### config.mk
export PLATFORM = sky130hd
export DESIGN_NAME = jam_gen
export DESIGN_NICKNAME = d
export VERILOG_FILES = /design/src/rtl/jam_gen.sv
export SDC_FILE = /design/constraint.sdc
export NUM_CORES = 1
export LEC_CHECK = 0
export ABC_AREA = 1
export BUFFER_PORTS_ARGS = -buffer_cell sky130_fd_sc_hd__buf_2
export CAP_MARGIN = 10
export CORE_MARGIN = 3
export CORE_UTILIZATION = 55
export CTS_BUF_LIST = sky130_fd_sc_hd__clkbuf_16
export CTS_CLUSTER_SIZE = 12
export DETAILED_ROUTE_END_ITERATION = 16
export PLACE_DENSITY = 0.74
export SYNTH_ARGS = -nofsm -noshare
export SYNTH_HDL_FRONTEND = slang
export SYNTH_SLANG_ARGS = --single-unit
### constraint.sdc
create_clock -name CLK -period 8.8 [get_ports CLK]
set_input_delay 1.76 -clock CLK [delete_from_list [all_inputs] [get_ports CLK]]
set_output_delay 1.76 -clock CLK [all_outputs]
set_load 0.05 [all_outputs]
### src/rtl/jam_gen.sv
// Exhaustive assignment search: walks all N! job permutations in lexicographic order,
// summing Cost(W,J) per worker and keeping the min/max total, its match count and first best permutation.
// One permutation per N+1 cycles (N SUM cycles + 1 NEXT cycle); start is ignored while busy.
module jam_gen #(
  parameter int N  = 8,
  parameter int CW = 7,
  localparam int IW = ($clog2(N) < 1) ? 1 : $clog2(N),
  localparam int SW = CW + $clog2(N) + 1,
  localparam int MW = 16
) (
  input  logic              CLK,
  input  logic              RST,
  input  logic              start,
  input  logic              mode,
  output logic [IW-1:0]     W,
  output logic [IW-1:0]     J,
  input  logic [CW-1:0]     Cost,
  output logic              busy,
  output logic              Valid,
  output logic [SW-1:0]     BestCost,
  output logic [MW-1:0]     MatchCount,
  output logic [N*IW-1:0]   BestPerm
);

  typedef enum logic [2:0] {IDLE, LOAD, SUM, NEXT, DONE} state_t;

  function automatic logic [N*IW-1:0] identity_perm();
    logic [N*IW-1:0] p;
    p = '0;
    for (int i = 0; i < N; i++) p[i*IW +: IW] = IW'(i);
    return p;
  endfunction

  localparam logic [N*IW-1:0] IDENT = identity_perm();
  localparam logic [IW-1:0]   KLAST = IW'(N - 1);

  state_t          state_q, state_d;
  logic [N*IW-1:0] perm_q;
  logic [N*IW-1:0] swapped;
  logic [N*IW-1:0] nxt_perm;
  logic [IW-1:0]   k_q;
  logic [IW-1:0]   j_sel;
  logic [SW-1:0]   sum_q;
  logic [SW-1:0]   total;
  logic [SW-1:0]   best_q;
  logic [MW-1:0]   match_q;
  logic [N*IW-1:0] bperm_q;
  logic            mode_q;
  logic            k_last;
  logic            has_pivot;
  logic            better;
  int              piv;
  int              succ;
  logic [IW-1:0]   pv;
  logic [IW-1:0]   sv;

  assign k_last     = (k_q == KLAST);
  assign total      = sum_q + SW'(Cost);
  assign better     = mode_q ? (total > best_q) : (total < best_q);
  assign BestCost   = best_q;
  assign MatchCount = match_q;
  assign BestPerm   = bperm_q;

  // State register; reset aborts any search in progress.
  always_ff @(posedge CLK or posedge RST) begin
    if (RST) state_q <= IDLE;
    else     state_q <= state_d;
  end

  // Next-state logic and the state-decoded outputs (query address, busy, Valid).
  always_comb begin
    state_d = state_q;
    W       = '0;
    J       = '0;
    busy    = (state_q != IDLE);
    Valid   = 1'b0;
    case (state_q)
      IDLE: if (start) state_d = LOAD;
      LOAD: state_d = SUM;
      SUM: begin
        W = k_q;
        J = j_sel;
        if (k_last) state_d = has_pivot ? NEXT : DONE;
      end
      NEXT: state_d = SUM;
      DONE: begin
        Valid   = 1'b1;
        state_d = IDLE;
      end
      default: state_d = IDLE;
    endcase
  end

  // Job currently assigned to worker k.
  always_comb begin
    j_sel = '0;
    for (int i = 0; i < N; i++)
      if (k_q == IW'(i)) j_sel = perm_q[i*IW +: IW];
  end

  // Lexicographic successor: rightmost ascent, swap with smallest larger suffix element, reverse suffix.
  always_comb begin
    has_pivot = 1'b0;
    piv       = 0;
    succ      = 0;
    pv        = '0;
    sv        = '0;
    for (int i = 0; i < N - 1; i++)
      if (perm_q[i*IW +: IW] < perm_q[(i+1)*IW +: IW]) begin
        has_pivot = 1'b1;
        piv       = i;
      end
    for (int i = 0; i < N; i++)
      if (i == piv) pv = perm_q[i*IW +: IW];
    // The suffix is descending, so the rightmost larger element is the smallest larger one.
    for (int i = 0; i < N; i++)
      if (i > piv && perm_q[i*IW +: IW] > pv) succ = i;
    for (int i = 0; i < N; i++)
      if (i == succ) sv = perm_q[i*IW +: IW];
    swapped = perm_q;
    for (int i = 0; i < N; i++) begin
      if (i == piv)       swapped[i*IW +: IW] = sv;
      else if (i == succ) swapped[i*IW +: IW] = pv;
    end
    nxt_perm = swapped;
    for (int i = 0; i < N; i++)
      for (int j = 0; j < N; j++)
        if (i > piv && j == N + piv - i) nxt_perm[i*IW +: IW] = swapped[j*IW +: IW];
  end

  // Datapath: permutation, running sum and best-result registers.
  always_ff @(posedge CLK or posedge RST) begin
    if (RST) begin
      perm_q  <= IDENT;
      k_q     <= '0;
      sum_q   <= '0;
      mode_q  <= 1'b0;
      best_q  <= '1;
      match_q <= '0;
      bperm_q <= IDENT;
    end else begin
      case (state_q)
        IDLE: if (start) mode_q <= mode;
        LOAD: begin
          perm_q  <= IDENT;
          sum_q   <= '0;
          k_q     <= '0;
          best_q  <= mode_q ? '0 : '1;
          match_q <= '0;
          // Seeding with identity keeps "first best" correct when the first total ties the seed.
          bperm_q <= IDENT;
        end
        SUM: begin
          if (k_last) begin
            k_q   <= '0;
            sum_q <= '0;
            if (better) begin
              best_q  <= total;
              match_q <= MW'(1);
              bperm_q <= perm_q;
            end else if (total == best_q) begin
              if (match_q != '1) match_q <= match_q + MW'(1);
            end
          end else begin
            k_q   <= k_q + IW'(1);
            sum_q <= total;
          end
        end
        NEXT: perm_q <= nxt_perm;
        default: ;
      endcase
    end
  end

endmodule

==> load_flow_metrics.sql <==
INSERT INTO impl_metrics (metric_group, metric, value, unit) VALUES
('outcome', 'run_status', 'finished, final reports clean', ''),
('critical_path', 'slowest_delay', '0.67', 'ns'),
('timing', 'fin_crit_sh', '0.920', ''),
('synth', 'post_synth.cell_area_avg', '6.81', 'um2'),
('hold_path', 'hold_class', 'reg2reg', ''),
('drt', 'first_pass_iters', '6', ''),
('critical_path', 'crit_path_top_delay_cell', 'sky130_fd_sc_hd__o21ai_1', ''),
('timing', 'tightestPinTransition', '0.870', 'ns'),
('final_layout', 'layout-drive-gt1-share', '0.156', ''),
('drt', 'totalWireLength', '28800', 'um'),
('global_route', 'grt_start_max_net_pins', '51', ''),
('hold_path', 'holdPathStages', '2', ''),
('critical_path', 'crit_end_category', 'register', ''),
('die', 'floorplan.die.width', '130', 'um'),
('critical_path', 'logic_depth_of_the_worst_register_to_register_path', '42', ''),
('drt', 'drt_iter0_markers', '967', ''),
('die', 'core_area', '14800', 'um2'),
('placement', 'routabilityCongestion', '1.04', ''),
('synth', 'area_share_of_and_or_nand_nor_cells_after_synthesis', '0.288', ''),
('clocking', 'clock_sink_count', '93', ''),
('timing', 'finalHoldViolations', '0', ''),
('final_layout', 'finish.net_count', '1366', ''),
('synth', 'synth_compound_area_frac', '0.214', ''),
('synth', 'combinational_family_with_the_most_area_after_synthesis', 'simple AND/OR/NAND/NOR gates', ''),
('critical_path', 'cp_num_buf_inv', '12', ''),
('synth', 'synth_cell_type_count', '55', ''),
('die', 'chipHeight', '130', 'um'),
('clocking', 'clock_tree.buffer_depth', '2', ''),
('critical_path', 'worstPathArrival', '8.38', 'ns'),
('die', 'placement_rows', '44', ''),
('timing', 'maxSlewViolCount', '0', ''),
('timing', 'tns_setup', '0', 'ns'),
('clocking', 'worstSkewPairLatency', '0.35', 'ns'),
('synth', 'synth_enable_flop_cells', '0', ''),
('job', 'max_cap_viol_count', '0', ''),
('critical_path', 'crit_fanout', '15', ''),
('synth', 'ys_seq_elements', '93', ''),
('die', 'die_area', '16800', 'um2'),
('global_route', 'grt_pass1_wl', '45000', 'um'),
('drt', 'route.detailed.drc', '0', ''),
('clocking', 'clock_tree_from_tritoncts', 'built', ''),
('global_route', 'gr-usage-all-layers', '0.344', ''),
('clocking', 'clk_transition_reported_paths', '0.07', 'ns'),
('drt', 'route.detailed.vias_per_inst', '6.09', ''),
('timing', 'rsz0062_at_grt', 'false', ''),
('timing', 'clock-skew-final', '0.00983', 'ns'),
('clocking', 'cts_repair_resize_count', '0', ''),
('die', 'start_util', '0.570', ''),
('critical_path', 'worst-endpoint-required', '9.09', 'ns'),
('timing', 'setup_violations', '0', ''),
('synth', 'synth-warning-count', '0', ''),
('final_layout', 'area_growth', '9.83', '%'),
('synth', 'synth.area.mux_share', '0.00134', ''),
('clocking', 'cts.hold.buffers_added', '0', ''),
('synth', 'yosysSeqAreaShare', '0.282', ''),
('critical_path', 'timing.critical_path.from_type', 'register', ''),
('critical_path', 'critical_path.most_common_cell', 'sky130_fd_sc_hd__nand2_1', ''),
('drt', 'vias', '9051', ''),
('clocking', 'tritoncts_buffers', '9', ''),
('drt', 'wl_per_cell', '19.4', 'um'),
('clocking', 'cts_root_buf', 'sky130_fd_sc_hd__clkbuf_16', ''),
('clocking', 'postCtsSetupRepairBufs', '0', ''),
('global_route', 'first_global_vias', '8491', ''),
('timing', 'max_freq', '124', 'MHz'),
('final_layout', 'n_fill_cell', '1427', ''),
('synth', 'mappedNetlistArea', '8410', 'um2'),
('timing', 'period_minus_slack', '8.09', 'ns'),
('synth', 'synth-adder-area-share', '0.0887', ''),
('synth', 'synthesized_area_fraction_occupied_by_xor_and_xnor_cells', '0.0156', ''),
('synth', 'postSynth.asyncResetShare', '1.00', ''),
('global_route', 'grt_overflow', '0', ''),
('critical_path', 'critical-path-top-delay-family', 'compound AO/OA/AOI/OAI gates', ''),
('die', 'top_level_ports', '70', ''),
('placement', 'post-dp-hpwl', '21700', 'um'),
('critical_path', 'worst-setup-path-type', 'reg2reg', ''),
('synth', 'yosys_most_used_dff', 'sky130_fd_sc_hd__dfrtp_1', ''),
('final_layout', 'antennaDiodeCount', '0', ''),
('synth', 'total_nets_after_synthesis', '1304', ''),
('synth', 'syn_inst', '1234', ''),
('global_route', 'antenna_found_initial', '0', ''),
('placement', 'numPortBuffers', '69', ''),
('clocking', 'ctsHtreeMaxLevel', '3', ''),
('drt', 'antenna_viol_nets_final', '0', ''),
('critical_path', 'crit_cells', '42', ''),
('timing', 'slew_headroom', '0.418', '');
-- state kept, by name, indices dropped and copies added, names as in the netlist --
signal and cells:
mode_q 1, BestCost 11, sum_q 11, k_q 3
perm_q 24, MatchCount 16, state_q 3, BestPerm 24
-- worst min-delay path, stage by stage (launching register included) --
cell,delay (ns)
sky130_fd_sc_hd__dfrtp_1,0.34
sky130_fd_sc_hd__nand2_1,0.05
sky130_fd_sc_hd__o31ai_1,0.06
-- cell usage after synthesis (3+ instances only) --
cell                       count  area [um2]
sky130_fd_sc_hd__inv_1       180         676
sky130_fd_sc_hd__a31oi_1      18         113
sky130_fd_sc_hd__inv_2        22        82.6
sky130_fd_sc_hd__nand4_2       5        62.6
sky130_fd_sc_hd__nand2_4       3        33.8
sky130_fd_sc_hd__o211ai_1     33         248
sky130_fd_sc_hd__nand3_1      76         380
sky130_fd_sc_hd__inv_4         3        18.8
sky130_fd_sc_hd__dfrtp_1      58        1450
sky130_fd_sc_hd__nor3_1       25         125
sky130_fd_sc_hd__o221ai_1      4        35.0
sky130_fd_sc_hd__o31ai_1      13        97.6
sky130_fd_sc_hd__o32ai_1       3        26.3
sky130_fd_sc_hd__o21ai_1      17        85.1
sky130_fd_sc_hd__dfstp_2      35         920
sky130_fd_sc_hd__o21bai_1      4        30.0
sky130_fd_sc_hd__a22oi_1      14         105
sky130_fd_sc_hd__nand3_2       4        40.0
sky130_fd_sc_hd__o21ai_2       5        43.8
sky130_fd_sc_hd__nand4_1      15        93.8
sky130_fd_sc_hd__o21ai_0      77         385
sky130_fd_sc_hd__nor2_1       86         323
sky130_fd_sc_hd__nand2_1     274        1030
sky130_fd_sc_hd__clkinv_1      8        30.0
sky130_fd_sc_hd__a211oi_1      3        22.5
sky130_fd_sc_hd__o22ai_1      21         131
sky130_fd_sc_hd__xor2_1       15         131
sky130_fd_sc_hd__clkbuf_1     23        86.3
sky130_fd_sc_hd__nor4_1        4        25.0
sky130_fd_sc_hd__a21oi_1      81         405
sky130_fd_sc_hd__nand2_2      13        81.3
sky130_fd_sc_hd__ha_1         58         726
sky130_fd_sc_hd__nor2_2        4        25.0
-- final timing paths --
| check | startpoint | endpoint | slack [ns] |
|---|---|---|---|
| setup / recovery | perm_q[22]$_DFFE_PP1P_ | perm_q[21]$_DFFE_PP1P_ | 0.71 |
| hold / removal | BestPerm[0]$_DFFE_PP0P_ | BestPerm[0]$_DFFE_PP0P_ | 0.49 |
| setup reg to reg | perm_q[22]$_DFFE_PP1P_ | perm_q[21]$_DFFE_PP1P_ | 0.71 |
| hold reg to reg | BestPerm[0]$_DFFE_PP0P_ | BestPerm[0]$_DFFE_PP0P_ | 0.49 |
| max in group asynchronous | RST | perm_q[12]$_DFFE_PP0P_ | 6.30 |
| min in group asynchronous | RST | mode_q$_DFFE_PP0P_ | 1.48 |
-- per-stage QoR --
step / cell area (um2) / setup WS [ns] / instances / hold slack, ns / utilization
6_report: 9240 / 0.708 / 1485 / 0.487 / 0.626
5_1_grt: 9240 / 0.128 / 1485 / 0.510 / 0.626
4_1_cts: 9240 / 0.979 / 1485 / 0.488 / 0.626
3_5_place_dp: 8940 / 1.00 / 1469 / 0.463 / 0.606
3_3_place_gp: 8940 / 1.12 / 1469 / 0.465 / 0.606
2_1_floorplan: 8410 / 2.85 / 1234 / 0.503 / -
-- final cells by class --
| type | count | area [um2] | share of cell area |
|---|---|---|---|
| timing repair buffer | 78 | 413 | 0.0447 |
| multi-input combinational | 901 | 5110 | 0.554 |
| clock buffer | 9 | 225 | 0.0244 |
| clock inverter | 7 | 72.6 | 0.00786 |
| sequential | 93 | 2370 | 0.257 |
| inverter | 213 | 810 | 0.0876 |
| tap | 184 | 230 | 0.0249 |
-- cells in the final DEF (no fill, tap or decap), types with 3 or more instances in the layout --
| cell type | netlist | final |
|---|---|---|
| sky130_fd_sc_hd__buf_2 | 1 | 69 |
| sky130_fd_sc_hd__inv_1 | 180 | 180 |
| sky130_fd_sc_hd__inv_2 | 22 | 22 |
| sky130_fd_sc_hd__nand3_2 | 4 | 4 |
| sky130_fd_sc_hd__o21ai_2 | 5 | 5 |
| sky130_fd_sc_hd__o221ai_1 | 4 | 4 |
| sky130_fd_sc_hd__xor2_1 | 15 | 15 |
| sky130_fd_sc_hd__o22ai_1 | 21 | 21 |
| sky130_fd_sc_hd__o32ai_1 | 3 | 3 |
| sky130_fd_sc_hd__a211oi_1 | 3 | 3 |
| sky130_fd_sc_hd__nor3_1 | 25 | 24 |
| sky130_fd_sc_hd__dfrtp_1 | 58 | 58 |
| sky130_fd_sc_hd__nand3_1 | 76 | 76 |
| sky130_fd_sc_hd__nand2_1 | 274 | 274 |
| sky130_fd_sc_hd__nor2_2 | 4 | 4 |
| sky130_fd_sc_hd__ha_1 | 58 | 58 |
| sky130_fd_sc_hd__clkinv_1 | 8 | 8 |
| sky130_fd_sc_hd__o211ai_1 | 33 | 33 |
| sky130_fd_sc_hd__dfstp_2 | 35 | 35 |
| sky130_fd_sc_hd__nand2_2 | 13 | 13 |
| sky130_fd_sc_hd__nor2_1 | 86 | 86 |
| sky130_fd_sc_hd__o21ai_1 | 17 | 17 |
| sky130_fd_sc_hd__clkbuf_16 | 0 | 9 |
| sky130_fd_sc_hd__o21bai_1 | 4 | 4 |
| sky130_fd_sc_hd__a22oi_1 | 14 | 14 |
| sky130_fd_sc_hd__nand2_4 | 3 | 3 |
| sky130_fd_sc_hd__nor4_1 | 4 | 4 |
| sky130_fd_sc_hd__inv_4 | 3 | 4 |
| sky130_fd_sc_hd__nand4_2 | 5 | 5 |
| sky130_fd_sc_hd__o21ai_0 | 77 | 77 |
| sky130_fd_sc_hd__a21oi_1 | 81 | 81 |
| sky130_fd_sc_hd__o31ai_1 | 13 | 13 |
| sky130_fd_sc_hd__nand4_1 | 15 | 15 |
| sky130_fd_sc_hd__buf_4 | 1 | 9 |
| sky130_fd_sc_hd__a31oi_1 | 18 | 18 |
-- metal layers --
metal	part of all wire	up-vias	GRT usage	wire length [um]
li1	-	4276	-	-
met1	0.40	4165	0.436	11400
met2	0.45	478	0.557	12900
met3	0.088	132	0.0618	2530
met4	0.064	0	0.184	1840
met5	0	-	0.0147	0
-- kinds of logic after synthesis --
kind of cell | Yosys count
simple gates | 526
compound gates | 300
buf+inv | 240
flops | 93
fa+ha+maj | 59
xor+xnor | 15
mux | 1
Power is left out: the tool's default activity adds up to more than one toggle a clock period on the data nets, which glitch-free logic cannot reach.
